## src/rtl/light_blinker_multi.sv

```systemverilog
// Multi-channel lamp controller: per-channel off / steady / blink / counted burst,
// all channels timed from one free-running shared prescaler.
module light_blinker_multi #(
    parameter int unsigned CHANNELS    = 4,
    parameter int unsigned PRESCALE    = 50_000,
    parameter int unsigned ON_TICKS    = 500,
    parameter int unsigned OFF_TICKS   = 500,
    parameter int unsigned BURST_COUNT = 3
) (
    input  logic                  clk_i,
    input  logic                  rst_i,
    input  logic [CHANNELS-1:0]   enable_i,
    input  logic [2*CHANNELS-1:0] mode_i,
    output logic [CHANNELS-1:0]   light_o,
    output logic [CHANNELS-1:0]   done_o
);

    localparam int unsigned PHASE_MAX = (ON_TICKS > OFF_TICKS) ? ON_TICKS : OFF_TICKS;
    localparam int unsigned PHASE_W   = $clog2(PHASE_MAX + 1);
    localparam int unsigned BURST_W   = $clog2(BURST_COUNT + 1);
    localparam int unsigned PRE_W     = (PRESCALE > 1) ? $clog2(PRESCALE) : 1;

    localparam logic [1:0] S_IDLE = 2'd0;
    localparam logic [1:0] S_ON   = 2'd1;
    localparam logic [1:0] S_OFF  = 2'd2;
    localparam logic [1:0] S_DONE = 2'd3;

    localparam logic [1:0] M_OFF    = 2'd0;
    localparam logic [1:0] M_STEADY = 2'd1;
    localparam logic [1:0] M_BLINK  = 2'd2;

    // Shared prescaler; free-runs and is never disturbed by channel activity.
    logic [PRE_W-1:0] pre_q;
    logic             tick_c;

    assign tick_c = (pre_q == PRE_W'(PRESCALE - 1));

    always_ff @(posedge clk_i or posedge rst_i) begin
        if (rst_i) begin
            pre_q <= '0;
        end else if (tick_c) begin
            pre_q <= '0;
        end else begin
            pre_q <= pre_q + PRE_W'(1);
        end
    end

    for (genvar n = 0; n < CHANNELS; n++) begin : g_ch
        logic [1:0]         mode_c;
        logic               start_c;
        logic [1:0]         state_q;
        logic [1:0]         state_d;
        logic [PHASE_W-1:0] phase_q;
        logic [PHASE_W-1:0] phase_d;
        logic [BURST_W-1:0] burst_q;
        logic [BURST_W-1:0] burst_d;
        logic [BURST_W-1:0] burst_inc_c;
        logic               done_d;
        logic               prev_en_q;
        logic [1:0]         prev_mode_q;
        logic               light_q;
        logic               done_q;

        assign mode_c      = mode_i[2*n +: 2];
        assign start_c     = enable_i[n] & (~prev_en_q | (mode_c != prev_mode_q));
        assign burst_inc_c = burst_q + BURST_W'(1);

        // Next-state: disable dominates, then (re)start, then phase sequencing.
        always_comb begin
            state_d = state_q;
            phase_d = phase_q;
            burst_d = burst_q;
            done_d  = 1'b0;
            if (!enable_i[n]) begin
                state_d = S_IDLE;
                phase_d = '0;
                burst_d = '0;
            end else if (start_c) begin
                phase_d = '0;
                burst_d = '0;
                state_d = (mode_c == M_OFF) ? S_IDLE : S_ON;
            end else begin
                case (state_q)
                    S_ON: begin
                        if (mode_c != M_STEADY && tick_c) begin
                            if (phase_q == PHASE_W'(ON_TICKS - 1)) begin
                                state_d = S_OFF;
                                phase_d = '0;
                            end else begin
                                phase_d = phase_q + PHASE_W'(1);
                            end
                        end
                    end
                    S_OFF: begin
                        if (tick_c) begin
                            if (phase_q == PHASE_W'(OFF_TICKS - 1)) begin
                                phase_d = '0;
                                if (mode_c == M_BLINK) begin
                                    state_d = S_ON;
                                end else begin
                                    burst_d = burst_inc_c;
                                    if (burst_inc_c == BURST_W'(BURST_COUNT)) begin
                                        state_d = S_DONE;
                                        done_d  = 1'b1;
                                    end else begin
                                        state_d = S_ON;
                                    end
                                end
                            end else begin
                                phase_d = phase_q + PHASE_W'(1);
                            end
                        end
                    end
                    default: begin
                        state_d = state_q;
                    end
                endcase
            end
        end

        always_ff @(posedge clk_i or posedge rst_i) begin
            if (rst_i) begin
                state_q     <= S_IDLE;
                phase_q     <= '0;
                burst_q     <= '0;
                prev_en_q   <= 1'b0;
                prev_mode_q <= 2'b00;
                light_q     <= 1'b0;
                done_q      <= 1'b0;
            end else begin
                state_q     <= state_d;
                phase_q     <= phase_d;
                burst_q     <= burst_d;
                prev_en_q   <= enable_i[n];
                prev_mode_q <= mode_c;
                light_q     <= (state_d == S_ON);
                done_q      <= done_d;
            end
        end

        assign light_o[n] = light_q;
        assign done_o[n]  = done_q;
    end

endmodule

```

## config.mk

```make
export PLATFORM = sky130hd
export DESIGN_NAME = light_blinker_multi
export DESIGN_NICKNAME = d
export VERILOG_FILES = /design/src/rtl/light_blinker_multi.sv
export SDC_FILE = /design/constraint.sdc
export NUM_CORES = 1
export LEC_CHECK = 0
export BUFFER_PORTS_ARGS = -buffer_cell sky130_fd_sc_hd__buf_4
export CAP_MARGIN = 20
export CORE_AREA = 4 4 131 133
export CTS_CLUSTER_DIAMETER = 80
export DETAILED_ROUTE_END_ITERATION = 7
export DIE_AREA = 0 0 135 137
export SETUP_SLACK_MARGIN = 0.2
export SLEW_MARGIN = 15
export SYNTH_ARGS = -nofsm -noshare
export SYNTH_HDL_FRONTEND = slang
export SYNTH_SLANG_ARGS = --single-unit
export TNS_END_PERCENT = 100
```

## constraint.sdc

```tcl
create_clock -name clk_i -period 7.05 [get_ports clk_i]
set_input_delay 2.115 -clock clk_i [delete_from_list [all_inputs] [get_ports clk_i]]
set_output_delay 2.115 -clock clk_i [all_outputs]
set_load 0.02 [all_outputs]
```

==> summary by stage, run 1 <==
Status
The flow ran to the end, and the final reports show no timing, DRC or antenna violations.

Final layout
The multi-input logic area is 2356 µm². The number of fill cells is 1613. The net count of the finished layout is 551. The share of layout cells above drive strength 1 is 9.542%. The register cell area after layout is 2202 µm². With fillers left out, the area of the finished cells amounts to 5431 µm². Relative to the synthesized area, the layout overhead comes to 14.30%. The antenna diode count is 0.

Placed design
After detailed placement, the total cell area comes to 5100 µm². The number of port buffers is 21. At the end of routability-driven placement, the weighted congestion stood at 0.8068.

After legalization and detailed placement, the total HPWL measured 6.598 mm. The setup slack at placement is 2.957 ns.

Floorplan
For this configuration, the core starts out at a cell density of 30.02%. The floorplan has 46 rows. The die covers 18500 µm².

The placeable core area is 15830 µm². The die is 135 µm wide. The floorplan step set the die height to 137 µm. Pin placement for this block handled 22 I/O pins.

Global route
The initial antenna violation count is 0. The combined global-route utilization of all metal layers is 10.91%. The first global-routing pass estimated 16.66 mm of wire. The maximum number of pins on one net before global-route repair is 77. The number of global-route vias before repair came to 3693. The overflow left after global routing is 0.

Clocking
The H-tree generated during clock tree synthesis spans 3 levels. The buffer levels on the longest clock path is 2. The number of buffers added by the clock tree synthesis step is 9. The count of buffers added by post-CTS timing repair for setup is 0.

Post-CTS repair changed the size of 0 cells. TritonCTS built the clock tree. The clock transition at the registers of the reported paths is 0.06 ns. Clock latency on the worst-skew pair, taken at its later pin, is 0.34 ns. For this design, the CTS-stage hold fixing added 0 buffers. The tree built by TritonCTS fans out to 88 sinks. The clock tree root driver cell is sky130_fd_sc_hd__clkbuf_16.

Yosys
The register bit total from synthesis is 88. Counting flops with an async set or reset pin after synthesis yields a share of 100.0%. In the synthesized netlist the dominant register cell turns out to be sky130_fd_sc_hd__dfrtp_1. After synthesis, the mean cell area works out to 9.447 µm². The number of enable-type register cells in the synthesized netlist is 0. The leading cell type by number of instances after synthesis is sky130_fd_sc_hd__dfrtp_1. Summed over all instances, the cell type with the most area after synthesis is sky130_fd_sc_hd__dfrtp_1. The number of distinct library cells after synthesis is 56. The number of warnings printed during yosys synthesis is 0.

By count the netlist is led by 88 x sky130_fd_sc_hd__dfrtp_1, 45 x sky130_fd_sc_hd__o21ai_0, 40 x sky130_fd_sc_hd__nand2_1, 40 x sky130_fd_sc_hd__nor2_1, 33 x sky130_fd_sc_hd__nand3_1. Of the synthesized area, sequential elements account for 46.34%. The portion of synthesized cell area occupied by the leading cell type is 46.34%. Sorting the synthesized cells by area gives the leading types as sky130_fd_sc_hd__dfrtp_1 46%, sky130_fd_sc_hd__o21ai_0 4.7%, sky130_fd_sc_hd__ha_1 4.5%, sky130_fd_sc_hd__nand3_1 3.5%, sky130_fd_sc_hd__nand2_1 3.2%. The number of nets in the synthesized netlist is 534. The cell count after synthesis is 503. The netlist area before placement is 4752 µm².

Detailed routing
Before antenna repair, the detailed router went through 4 iterations. The residual antenna-violating net count after detailed routing is 0. After detailed routing, the average wire length per cell comes to 12.89 µm.

The detailed-route DRC error count is 0. The via count of the routed design is 3737. In this run, the number of DRC markers left after iteration 0 of detailed routing was 186.

After detailed routing, the total wire length is 9.539 mm. After detailed routing, the number of vias per cell comes to 5.050.

STA
The count of final hold-check violations is 0. The final worst hold slack is 0.4923 ns. The worst relative slew slack is 25.59%. Setup repair after global routing left no endpoint under its margin. Across the routed clock network, the largest skew measured is 0.006019 ns. The final sum of negative setup slack is 0 ns. The count of final max-slew check failures was 0. The transition time at the pin with the least slew margin is 1.116 ns. The routed design could run at a clock period as short as 3.800 ns. The setup-violating endpoint count in the final report is 0. The peak clock frequency supported by timing is 263.2 MHz. The smallest setup slack after layout is 3.250 ns. The worst path uses 53.90% of the clock period.

Power and ir drop
The analysis attributes to cell leakage a power of 2.302 nW. Power spread over the standard cell area amounts to 200.3 nW/µm². IR analysis of the VDD net gives a maximum drop of 0.1341 mV.

Setup path
The slowest cell on the critical path is sky130_fd_sc_hd__a221oi_1. Of all nets on the critical path, the largest fanout is 10. The arrival time of data at the critical path endpoint is 4.02 ns.

The category of the worst setup path capture point is a flop. Data on the critical path is required at its endpoint by 7.27 ns. The classification of the worst setup path is in2reg. STA classifies the critical path startpoint as an input port. The worst reg-to-reg setup slack is 3.87 ns. The largest stage delay on the critical path is 0.93 ns. The category of cells accounting for the largest share of critical-path delay is compound AO/OA/AOI/OAI gates. The number of buffers and inverters on the critical path is 1. The signal on the critical path passes through buf_4, xnor2_1, nand4_1, a221oi_1, or2_2, o21ai_0.

Min path
The tightest min-delay check is of the reg2reg type.

Job
The number of violations of the max-capacitance limit is 0.
[sequential cells by signal, summed over array words and instances, names as in the netlist]
| register | cells |
|---|---|
| pre_q | 16 |
| g_ch.light_q | 4 |
| g_ch.phase_q | 36 |
| g_ch.done_q | 4 |
| g_ch.state_q | 8 |
| g_ch.prev_en_q | 4 |
| g_ch.prev_mode_q | 8 |
| g_ch.burst_q | 8 |
[path summary, 6_finish.rpt]
path                                           from                             end  cells past startpoint
worst max register to register   pre_q[4]$_DFF_PP0_  g_ch[1].phase_q[3]$_DFFE_PP0P_                      5
worst min register to register  pre_q[12]$_DFF_PP0_             pre_q[12]$_DFF_PP0_                      1
max in group asynchronous                     rst_i  g_ch[3].phase_q[1]$_DFFE_PP0P_                      4
min in group asynchronous                     rst_i  g_ch[0].phase_q[4]$_DFFE_PP0P_                      2
worst max-delay path                      mode_i[1]  g_ch[0].phase_q[5]$_DFFE_PP0P_                      6
worst min-delay path            pre_q[12]$_DFF_PP0_             pre_q[12]$_DFF_PP0_                      1
[per-stage QoR]
step / util (%) / power, W / cells
final: 34.32 / 0.001088 / 740
after global placement: 32.22 / 0.0005963 / 724
after floorplan: - / 0.0005759 / 503
after detailed placement: 32.22 / 0.0005985 / 724
after CTS: 34.14 / 0.001102 / 739
after global routing: 34.32 / 0.001134 / 740
[area by class of cell]
class | instances | area share, %
multi-input combinational | 372 | 43.38
sequential | 88 | 40.54
tap | 216 | 4.976
clock buffer | 12 | 4.354
timing repair buffer | 25 | 3.824
inverter | 24 | 1.682
clock inverter | 3 | 1.244
[layout by cell type (no fill, tap or decap), types with 3 or more instances in the layout]
cell type                   netlist  layout
sky130_fd_sc_hd__dfrtp_1         88      88
sky130_fd_sc_hd__o21ai_0         45      45
sky130_fd_sc_hd__nand2_1         40      40
sky130_fd_sc_hd__nor2_1          40      40
sky130_fd_sc_hd__nand3_1         33      33
sky130_fd_sc_hd__buf_4            8      24
sky130_fd_sc_hd__inv_1           24      23
sky130_fd_sc_hd__and3_1          22      22
sky130_fd_sc_hd__a21oi_1         19      19
sky130_fd_sc_hd__ha_1            17      17
sky130_fd_sc_hd__xnor2_1         15      15
sky130_fd_sc_hd__nand2b_1        11      11
sky130_fd_sc_hd__nand4_1         10      10
sky130_fd_sc_hd__nor3_1          10      10
sky130_fd_sc_hd__xor2_1          10      10
sky130_fd_sc_hd__clkbuf_16        0       9
sky130_fd_sc_hd__nor2b_1          8       8
sky130_fd_sc_hd__or4_1            7       7
sky130_fd_sc_hd__a31oi_1          7       7
sky130_fd_sc_hd__o31ai_1          7       7
sky130_fd_sc_hd__or3_1            5       5
sky130_fd_sc_hd__and2_1           5       5
sky130_fd_sc_hd__mux2i_1          5       5
sky130_fd_sc_hd__a21o_1           4       4
sky130_fd_sc_hd__o21a_1           4       4
sky130_fd_sc_hd__and4_1           3       3
sky130_fd_sc_hd__a311oi_1         3       3
sky130_fd_sc_hd__nand3b_1         3       3
sky130_fd_sc_hd__nor3_2           3       3
sky130_fd_sc_hd__a211oi_1         3       3
sky130_fd_sc_hd__clkbuf_1         9       3
[metal layers]
metal	part of all wire [%]	GRT usage, %	vias up
met5	0	0	-
met4	2.1	5.487	0
met3	2.6	2.169	12
met2	47	17.95	45
met1	48	13.69	1837
li1	-	-	1843
[report_power, final]
part	total, W	switching (W)	internal, W
logic	0.0000713	0.0000441	0.0000272
clock network	0.000497	0.000188	0.000309
registers	0.000519	0.00000632	0.000513
total	0.00109	0.000239	0.000849
[cell families after synthesis]
kind of cell             after synthesis  synth area share (%)
AND/OR/NAND/NOR                      210                 23.51
AO/OA/AOI/OAI                        114                 15.69
flip-flops                            88                 46.34
buffers and inverters                 43                 4.081
XOR/XNOR                              25                 4.608
adder cells (fa/ha/maj)               17                 4.476
multiplexers                           6                 1.290
(Power assumes the default switching activity.)
==> run 2, diff against run 1 <==
==> constraint.sdc (replaced) <==
create_clock -name clk_i -period 3.8 [get_ports clk_i]
set_input_delay 1.14 -clock clk_i [delete_from_list [all_inputs] [get_ports clk_i]]
set_output_delay 1.14 -clock clk_i [all_outputs]
set_load 0.02 [all_outputs]
==> run 2 against run 1 <==
  * Clock skew barely moved
  * Combinational power rose by 82%
  * First-iteration DRC count rose by 24%
  * Non-clock buffer count rose by 2
  * Sequential share of layout area fell by 0.10 points
  * Register-to-register slack got worse by 3.1 ns
  * Largest cell class unchanged
  * Sequential power rose by 86%
  * Flip-flop and latch count did not move
  * Core utilization rose by 0.087 points
  * Final cell count rose by 0.14%
  * Power rose by 86%
  * Setup slack got worse by 2.5 ns
==> summary by stage, run 2 (synthesized netlist as in run 1, its figures left out) <==
Setup path
The type of element launching the critical path is a flop (was input port). The endpoint required time on the critical path is 4.01 ns (was 7.27 ns). The classification of the worst setup path is reg2reg (was in2reg).

The maximum fanout encountered on the critical timing path is 11 (was 10). The startpoint of the worst register-to-register path is pre_q[4]$_DFF_PP0_ (unchanged). The slowest cell on the critical path is sky130_fd_sc_hd__or4_1 (was sky130_fd_sc_hd__a221oi_1). The beginning of the critical path is pre_q[4]$_DFF_PP0_ (was mode_i[1]). The largest stage delay on the critical path is 0.71 ns (was 0.93 ns).

The category of the worst setup path capture point is a flop (unchanged). The arrival time of data at the critical path endpoint came to 3.25 ns (was 4.02 ns). Critical path cell sequence: or4b_1, or4_1, buf_4, a221oi_4, nor2b_1, o21ai_0, o41ai_2 (was buf_4, xnor2_1, nand4_1, a221oi_1, or2_2, o21ai_0).

Detailed routing
The detail-routed via count per cell came to 5.036 (was 5.050). The total length of routed wires is 9.453 mm (was 9.539 mm). The residual antenna-violating net count after detailed routing is 0 (unchanged). The first-iteration detailed-routing DRC count is 231 (was 186). The detailed-route DRC error count is 0 (unchanged). The wire length per cell is 12.76 µm (was 12.89 µm). The via count of the routed design is 3732 (was 3737).

The detailed-router iteration count before antenna repair is 4 (unchanged).

Global route
The global-route wire length before repair is 17.27 mm (was 16.66 mm). The initial antenna violation count came to 0 (unchanged). The maximum number of pins on one net before global-route repair is 51 (was 77). The overflow left after global routing was 0 (unchanged).

The combined global-route utilization of all metal layers is 11.25% (was 10.91%). The number of global-route vias before repair is 3795 (was 3693).

Floorplan
The I/O pin count is 22 (unchanged). The number of placement rows is 46 (unchanged). The area of the die is 18500 µm² (unchanged). The die boundary height is 137 µm (unchanged). The effective utilization at floorplan is 30.02% (unchanged).

The placeable core area is 15830 µm² (unchanged). The width of the chip is 135 µm (unchanged).

Min path
The worst min-delay path class is reg2reg (unchanged). The hold path startpoint is g_ch[0].phase_q[8]$_DFFE_PP0P_ (was pre_q[12]$_DFF_PP0_).

Power and ir drop
The switching fraction of total power was 21.50% (was 21.95%). The internal cell power is 0.001587 W (was 0.0008489 W). The worst voltage drop across the vdd grid is 0.1352 mV (was 0.1341 mV). The sequential cell fraction of total power was 47.6% (was 47.7%). The combinational share of power came to 6.4% (was 6.6%). The power density relative to cell area is 371.4 nW/µm² (was 200.3 nW/µm²). The net switching power figure came to 0.0004347 W (was 0.0002388 W).

The share of total power in the clock network is 45.9% (was 45.7%). The leakage power of the design was 2.314 nW (was 2.302 nW).

Clocking
The number of buffers added by the clock tree synthesis step is 9 (unchanged). The clock transition at the registers of the reported paths came to 0.06 ns (about the same). The buffer levels on the longest clock path is 2 (unchanged).

The post-cts resize count is 0 (unchanged). The TritonCTS clock tree is yes (unchanged). The clock tree root driver cell is sky130_fd_sc_hd__clkbuf_16 (unchanged). The H-tree depth reported by CTS is 3 (unchanged). The clock network latency to the later pin of the worst-skew pair is 0.34 ns (about the same). The hold-fix buffer count after cts is 0 (unchanged).

The sink count of the clock tree is 88 (unchanged). The count of buffers added by post-CTS timing repair for setup was 0 (unchanged).

Status
Outcome: finished clean (unchanged).

Final layout
Commonest cells after routing, fill and taps aside: 88 x sky130_fd_sc_hd__dfrtp_1, 45 x sky130_fd_sc_hd__o21ai_0, 40 x sky130_fd_sc_hd__nand2_1, 40 x sky130_fd_sc_hd__nor2_1, 33 x sky130_fd_sc_hd__nand3_1 (unchanged). The flip-flop count of the largest register after layout is 36 (unchanged). Top Registers: g_ch.phase_q: 36 flops, pre_q: 16 flops (unchanged). The register cell area after layout is 2202 µm² (unchanged).

The layout overhead on the synthesized area is 14.59% (was 14.30%). The most frequent standard cell in the layout excluding fill and tap cells is sky130_fd_sc_hd__dfrtp_1 (unchanged). The register ranked first by flip-flop count is g_ch.phase_q (unchanged). The share of layout cells above drive strength 1 is 10.10% (was 9.542%). The antenna diode count came to 0 (unchanged). The number of fill cells is 1591 (was 1613). The number of nets in the finished design is 553 (was 551).

The count of non-filler cells in the finished layout is 741 (was 740). The multi-input logic area is 2356 µm² (unchanged).

STA
The final critical-path required period is 3.033 ns. The worst relative slew slack is 53.84% (was 25.59%). Unrepaired setup endpoints after global routing: false (unchanged).

The final sum of negative setup slack is 0 ns (unchanged). The count of final hold-check violations was 0 (unchanged). For this run, the top clock speed supported by timing is 329.7 MHz. The final critical path takes up 79.81% of the cycle. The count of final max-slew check failures came to 0 (unchanged). The setup-violating endpoint count in the final report came to 0 (unchanged). The transition time at the pin with the least slew margin came to 0.6916 ns (was 1.116 ns). The setup clock skew after layout is 0.006098 ns (was 0.006019 ns).

Placed design
The number of port buffers is 21 (unchanged). The routability congestion estimate is 0.8233 (was 0.8068). The HPWL after detailed placement is 6.899 mm (was 6.598 mm). The count of placed standard cells including taps is 727 (was 724).

Job
The number of violations of the max-capacitance limit is 0 (unchanged).
run 2: cell count changes in the layout (fill, tap and decap cells not counted), sizes merged:
cell	change
clkbuf	-1
buf	+2
run 2: final cells by class:
class	instances	share of cell area (%)
Clock buffer	11	4.458
Sequential cell	88	40.44
Clock inverter	3	1.241
Inverter	24	1.677
Tap cell	216	4.963
Timing Repair Buffer	27	3.952
Multi-Input combinational cell	372	43.27
run 2: path summary, 6_finish.rpt:
path                                                    end  slack [ns]  depth (start not counted)
max in group asynchronous  g_ch[3].prev_mode_q[0]$_DFF_PP0_        2.21                          3
hold reg to reg              g_ch[0].phase_q[8]$_DFFE_PP0P_        0.49                          1
min in group asynchronous    g_ch[1].phase_q[5]$_DFFE_PP0P_        0.89                          2
setup reg to reg             g_ch[3].phase_q[6]$_DFFE_PP0P_        0.77                          7
hold / removal               g_ch[0].phase_q[8]$_DFFE_PP0P_        0.49                          1
setup / recovery             g_ch[3].phase_q[6]$_DFFE_PP0P_        0.77                          7
run 2: worst max-delay path: cells and delay by family, from the launching register on:
family / cells / cell delay, ns
buffers and inverters: 1 / 0.28
DFF: 1 / 0.41
and+or+nand+nor: 3 / 1.48
AOI/OAI and AO/OA: 3 / 0.74
run 2: through the flow:
| stage | power (W) | hold WS [ns] | utilization, % | worst slack (ns) | instance area [µm²] |
|---|---|---|---|---|---|
| 2_1_floorplan | 0.001068 | 0.4491 | - | 0.3814 | 4752 |
| 3_5_place_dp | 0.001114 | 0.4856 | 32.44 | 0.7786 | 5135 |
| 4_1_cts | 0.002068 | 0.4929 | 34.40 | 0.7620 | 5445 |
| 5_1_grt | 0.002123 | 0.5138 | 34.40 | 0.5930 | 5445 |
| 3_3_place_gp | 0.001109 | 0.4718 | 32.44 | 0.8636 | 5135 |
| 6_report | 0.002022 | 0.4888 | 34.40 | 0.7674 | 5445 |
run 2: routing by layer:
layer  GRT usage (%)  vias to the layer above  wire [µm]
met1           13.85                     1840       4377
met3           2.279                       12        177
met4           5.431                        0        170
met5               0                        -          0
li1                -                     1847          -
met2           18.90                       33       4728
run 2: power groups by stage:
stage / sequential [W] / clock (W) / combinational [W]
after floorplan: 0.000977 / 0 / 0.0000910
after global placement: 0.000979 / 0 / 0.000130
after detailed placement: 0.000980 / 0 / 0.000133
after CTS: 0.000963 / 0.000971 / 0.000134
after global routing: 0.000964 / 0.00101 / 0.000149
final: 0.000963 / 0.000929 / 0.000130
==> run 3, diff against run 2 <==
==> constraint.sdc (replaced) <==
create_clock -name clk_i -period 2.75 [get_ports clk_i]
set_input_delay 0.825 -clock clk_i [delete_from_list [all_inputs] [get_ports clk_i]]
set_output_delay 0.825 -clock clk_i [all_outputs]
set_load 0.02 [all_outputs]
==> run 3 against run 2 <==
  * Setup slack got worse by 0.57 ns
  * Fmax rose by 19%
  * Global-route usage rose by 0.41 points
  * Wire length rose by 12%
  * Sequential share of layout area fell by 2.1 points
  * Via count rose by 3.8%
  * Critical endpoint is now g_ch[1].phase_q[3]$_DFFE_PP0P_
==> summary by stage, run 3 (synthesized netlist as in run 1, its figures left out) <==
Status
Outcome: finished clean (unchanged).

Detailed routing
The detailed-route DRC error count is 0 (unchanged). The wire length per cell was 13.78 µm (was 12.76 µm). The residual antenna-violating net count after detailed routing was 0 (unchanged). The first-iteration detailed-routing DRC count came to 280 (was 231). The via count of the routed design came to 3873 (was 3732). The detailed-router iteration count before antenna repair is 4 (unchanged). The detail-routed via count per cell is 5.063 (was 5.036).

The total length of routed wires came to 10.54 mm (was 9.453 mm).

Placed design
The setup slack at placement came to 0.05105 ns (was 0.7786 ns). The count of placed standard cells including taps is 740 (was 727). The HPWL after detailed placement is 6.958 mm (was 6.899 mm). The number of port buffers is 21 (unchanged). The routability congestion estimate is 0.8515 (was 0.8233).

Global route
The maximum number of pins on one net before global-route repair is 89 (was 51). The overflow left after global routing is 0 (unchanged). The global-route wire length before repair is 17.73 mm (was 17.27 mm).

The number of global-route vias before repair is 3877 (was 3795). The combined global-route utilization of all metal layers is 11.66% (was 11.25%). The initial antenna violation count is 0 (unchanged).

Final layout
The flip-flop count of the largest register after layout is 36 (unchanged). The register cell area after layout was 2202 µm² (unchanged). The register ranked first by flip-flop count is g_ch.phase_q (unchanged). The number of fill cells is 1578 (was 1591).

The share of layout cells above drive strength 1 was 17.30% (was 10.10%). The number of nets in the finished design was 575 (was 553). The antenna diode count is 0 (unchanged). The multi-input logic area is 2489 µm² (was 2356 µm²). Top Registers: g_ch.phase_q: 36 flops, pre_q: 16 flops (unchanged). The count of non-filler cells in the finished layout is 765 (was 741).

The most frequent standard cell in the layout excluding fill and tap cells is sky130_fd_sc_hd__dfrtp_1 (unchanged). Commonest cells after routing, fill and taps aside: 88 x sky130_fd_sc_hd__dfrtp_1, 43 x sky130_fd_sc_hd__buf_4, 40 x sky130_fd_sc_hd__o21ai_0 (was 88 x sky130_fd_sc_hd__dfrtp_1, 45 x sky130_fd_sc_hd__o21ai_0, 40 x sky130_fd_sc_hd__nand2_1, 40 x sky130_fd_sc_hd__nor2_1, 33 x sky130_fd_sc_hd__nand3_1). The layout overhead on the synthesized area is 20.88% (was 14.59%). The final cell utilization of the core is 36.29% (was 34.40%).

Floorplan
The I/O pin count is 22 (unchanged). The area of the die was 18500 µm² (unchanged). The number of placement rows is 46 (unchanged). The width of the chip is 135 µm (unchanged). The placeable core area is 15830 µm² (unchanged). The die boundary height is 137 µm (unchanged). The effective utilization at floorplan is 30.02% (unchanged).

STA
The peak clock frequency supported by timing is 391.6 MHz (was 329.7 MHz). The worst relative slew slack is 67.29% (was 53.84%). The final sum of negative setup slack is 0 ns (unchanged). The count of final max-slew check failures came to 0 (unchanged). The final critical-path required period came to 2.554 ns (was 3.033 ns). The transition time at the pin with the least slew margin is 0.4906 ns (was 0.6916 ns). Unrepaired setup endpoints after global routing: true (was false). The post-route clock period utilization is 92.86% (was 79.81%).

The smallest setup slack after layout is 0.1963 ns (was 0.7674 ns). The setup clock skew after layout is 0.005685 ns (was 0.006098 ns). The count of final hold-check violations came to 0 (unchanged). The setup-violating endpoint count in the final report is 0 (unchanged).

Setup path
The classification of the worst setup path is reg2reg (unchanged). The worst reg-to-reg setup slack came to 0.20 ns (was 0.77 ns). The maximum fanout encountered on the critical timing path is 6 (was 11). The path depth of the worst reg2reg path came to 8 (was 7). The worst flop-to-flop path endpoint is g_ch[1].phase_q[3]$_DFFE_PP0P_ (was g_ch[3].phase_q[6]$_DFFE_PP0P_).

The startpoint of the worst register-to-register path is pre_q[13]$_DFF_PP0_ (was pre_q[4]$_DFF_PP0_). The endpoint required time on the critical path is 3.03 ns (was 4.01 ns). The type of element launching the critical path is a flop (unchanged). The arrival time of data at the critical path endpoint is 2.83 ns (was 3.25 ns). The category of the worst setup path capture point is a flop (unchanged).

Power and ir drop
The leakage power of the design is 2.504 nW (was 2.314 nW). The internal cell power is 0.002025 W (was 0.001587 W). The power density relative to cell area is 462.6 nW/µm² (was 371.4 nW/µm²). The net switching power figure was 0.0006320 W (was 0.0004347 W).

The switching fraction of total power is 23.79% (was 21.50%). The share of total power in the clock network is 42.5% (was 45.9%). The worst voltage drop across the vdd grid came to 0.2958 mV (was 0.1352 mV). The combinational share of power is 7.4% (was 6.4%).

The sequential cell fraction of total power is 50.1% (was 47.6%).

Clocking
The number of buffers added by the clock tree synthesis step is 9 (unchanged). The TritonCTS clock tree is yes (unchanged). The H-tree depth reported by CTS was 3 (unchanged). The clock transition at the registers of the reported paths is 0.06 ns (about the same). The clock network latency to the later pin of the worst-skew pair is 0.34 ns (about the same). The hold-fix buffer count after cts is 0 (unchanged).

The clock tree root driver cell is sky130_fd_sc_hd__clkbuf_16 (unchanged). The buffer levels on the longest clock path came to 2 (unchanged). The sink count of the clock tree is 88 (unchanged).

Min path
The destination of the worst hold path is pre_q[7]$_DFF_PP0_ (was g_ch[0].phase_q[8]$_DFFE_PP0P_). The worst min-delay path class was reg2reg (unchanged). The hold-critical path depth came to 1 (unchanged). The hold path startpoint is pre_q[7]$_DFF_PP0_ (was g_ch[0].phase_q[8]$_DFFE_PP0P_).

Job
The number of violations of the max-capacitance limit was 0 (unchanged).
[run 3: power groups by stage]
stage | registers, W | clock network (W) | logic (W)
2_1_floorplan | 0.00135 | 0 | 0.000126
3_3_place_gp | 0.00135 | 0 | 0.000185
3_5_place_dp | 0.00135 | 0 | 0.000191
4_1_cts | 0.00133 | 0.00117 | 0.000194
5_1_grt | 0.00133 | 0.00123 | 0.000221
6_report | 0.00133 | 0.00113 | 0.000197
[run 3: final cells by class]
cell class | instances | share of cell area (%)
tap | 216 | 4.705
clock buffer | 13 | 4.356
timing repair buffer | 49 | 7.340
clock inverter | 3 | 0.3049
inverter | 24 | 1.634
multi-input combinational | 372 | 43.32
sequential | 88 | 38.34
[run 3: worst max path at each step]
| stage | from | endpoint | slack (ns) | cells past startpoint |
|---|---|---|---|---|
| 2_1_floorplan | pre_q[7]$_DFF_PP0_ | g_ch[1].phase_q[3]$_DFFE_PP0P_ | 0.25 | 6 |
| 3_3_place_gp | pre_q[7]$_DFF_PP0_ | g_ch[3].phase_q[6]$_DFFE_PP0P_ | 0.07 | 7 |
| 3_5_place_dp | pre_q[11]$_DFF_PP0_ | g_ch[3].phase_q[6]$_DFFE_PP0P_ | 0.05 | 7 |
| 4_1_cts | pre_q[7]$_DFF_PP0_ | g_ch[3].phase_q[6]$_DFFE_PP0P_ | 0.16 | 6 |
| 5_1_grt | pre_q[10]$_DFF_PP0_ | g_ch[3].phase_q[5]$_DFFE_PP0P_ | 0.11 | 7 |
| 6_report | pre_q[13]$_DFF_PP0_ | g_ch[1].phase_q[3]$_DFFE_PP0P_ | 0.20 | 8 |
[run 3: layer usage]
| metal | routed length, µm | track usage [%] | vias up |
|---|---|---|---|
| li1 | - | - | 1895 |
| met1 | 4781 | 14.45 | 1910 |
| met2 | 5289 | 19.15 | 52 |
| met3 | 251 | 2.463 | 16 |
| met4 | 221 | 6.159 | 0 |
| met5 | 0 | 0 | - |
[run 3: critical path: stages (launching register included)]
cell and delay, ns:
sky130_fd_sc_hd__dfrtp_1 0.41, sky130_fd_sc_hd__or4b_4 0.56, sky130_fd_sc_hd__buf_6 0.14, sky130_fd_sc_hd__nor4_4 0.29, sky130_fd_sc_hd__buf_6 0.18, sky130_fd_sc_hd__nand2_4 0.05, sky130_fd_sc_hd__a32o_2 0.27, sky130_fd_sc_hd__or4_1 0.50
sky130_fd_sc_hd__nand3_1 0.09
[run 3: timing repair]
action | 4_1_cts | 5_1_grt
cloned | 0 | 1
gates resized for setup | 16 | 23
pin swaps | 4 | 16
endpoints found under the setup margin | 22 | 19
buffers inserted | 2 | 6
[run 3: stage by stage]
step | hold WS (ns) | total power (W) | instance area, µm²
CTS | 0.4978 | 0.002695 | 5578
floorplan | 0.4491 | 0.001477 | 4756
detailed placement | 0.4860 | 0.001546 | 5235
finish | 0.5016 | 0.002657 | 5744
global placement | 0.4803 | 0.001538 | 5235
global route | 0.5231 | 0.002785 | 5744
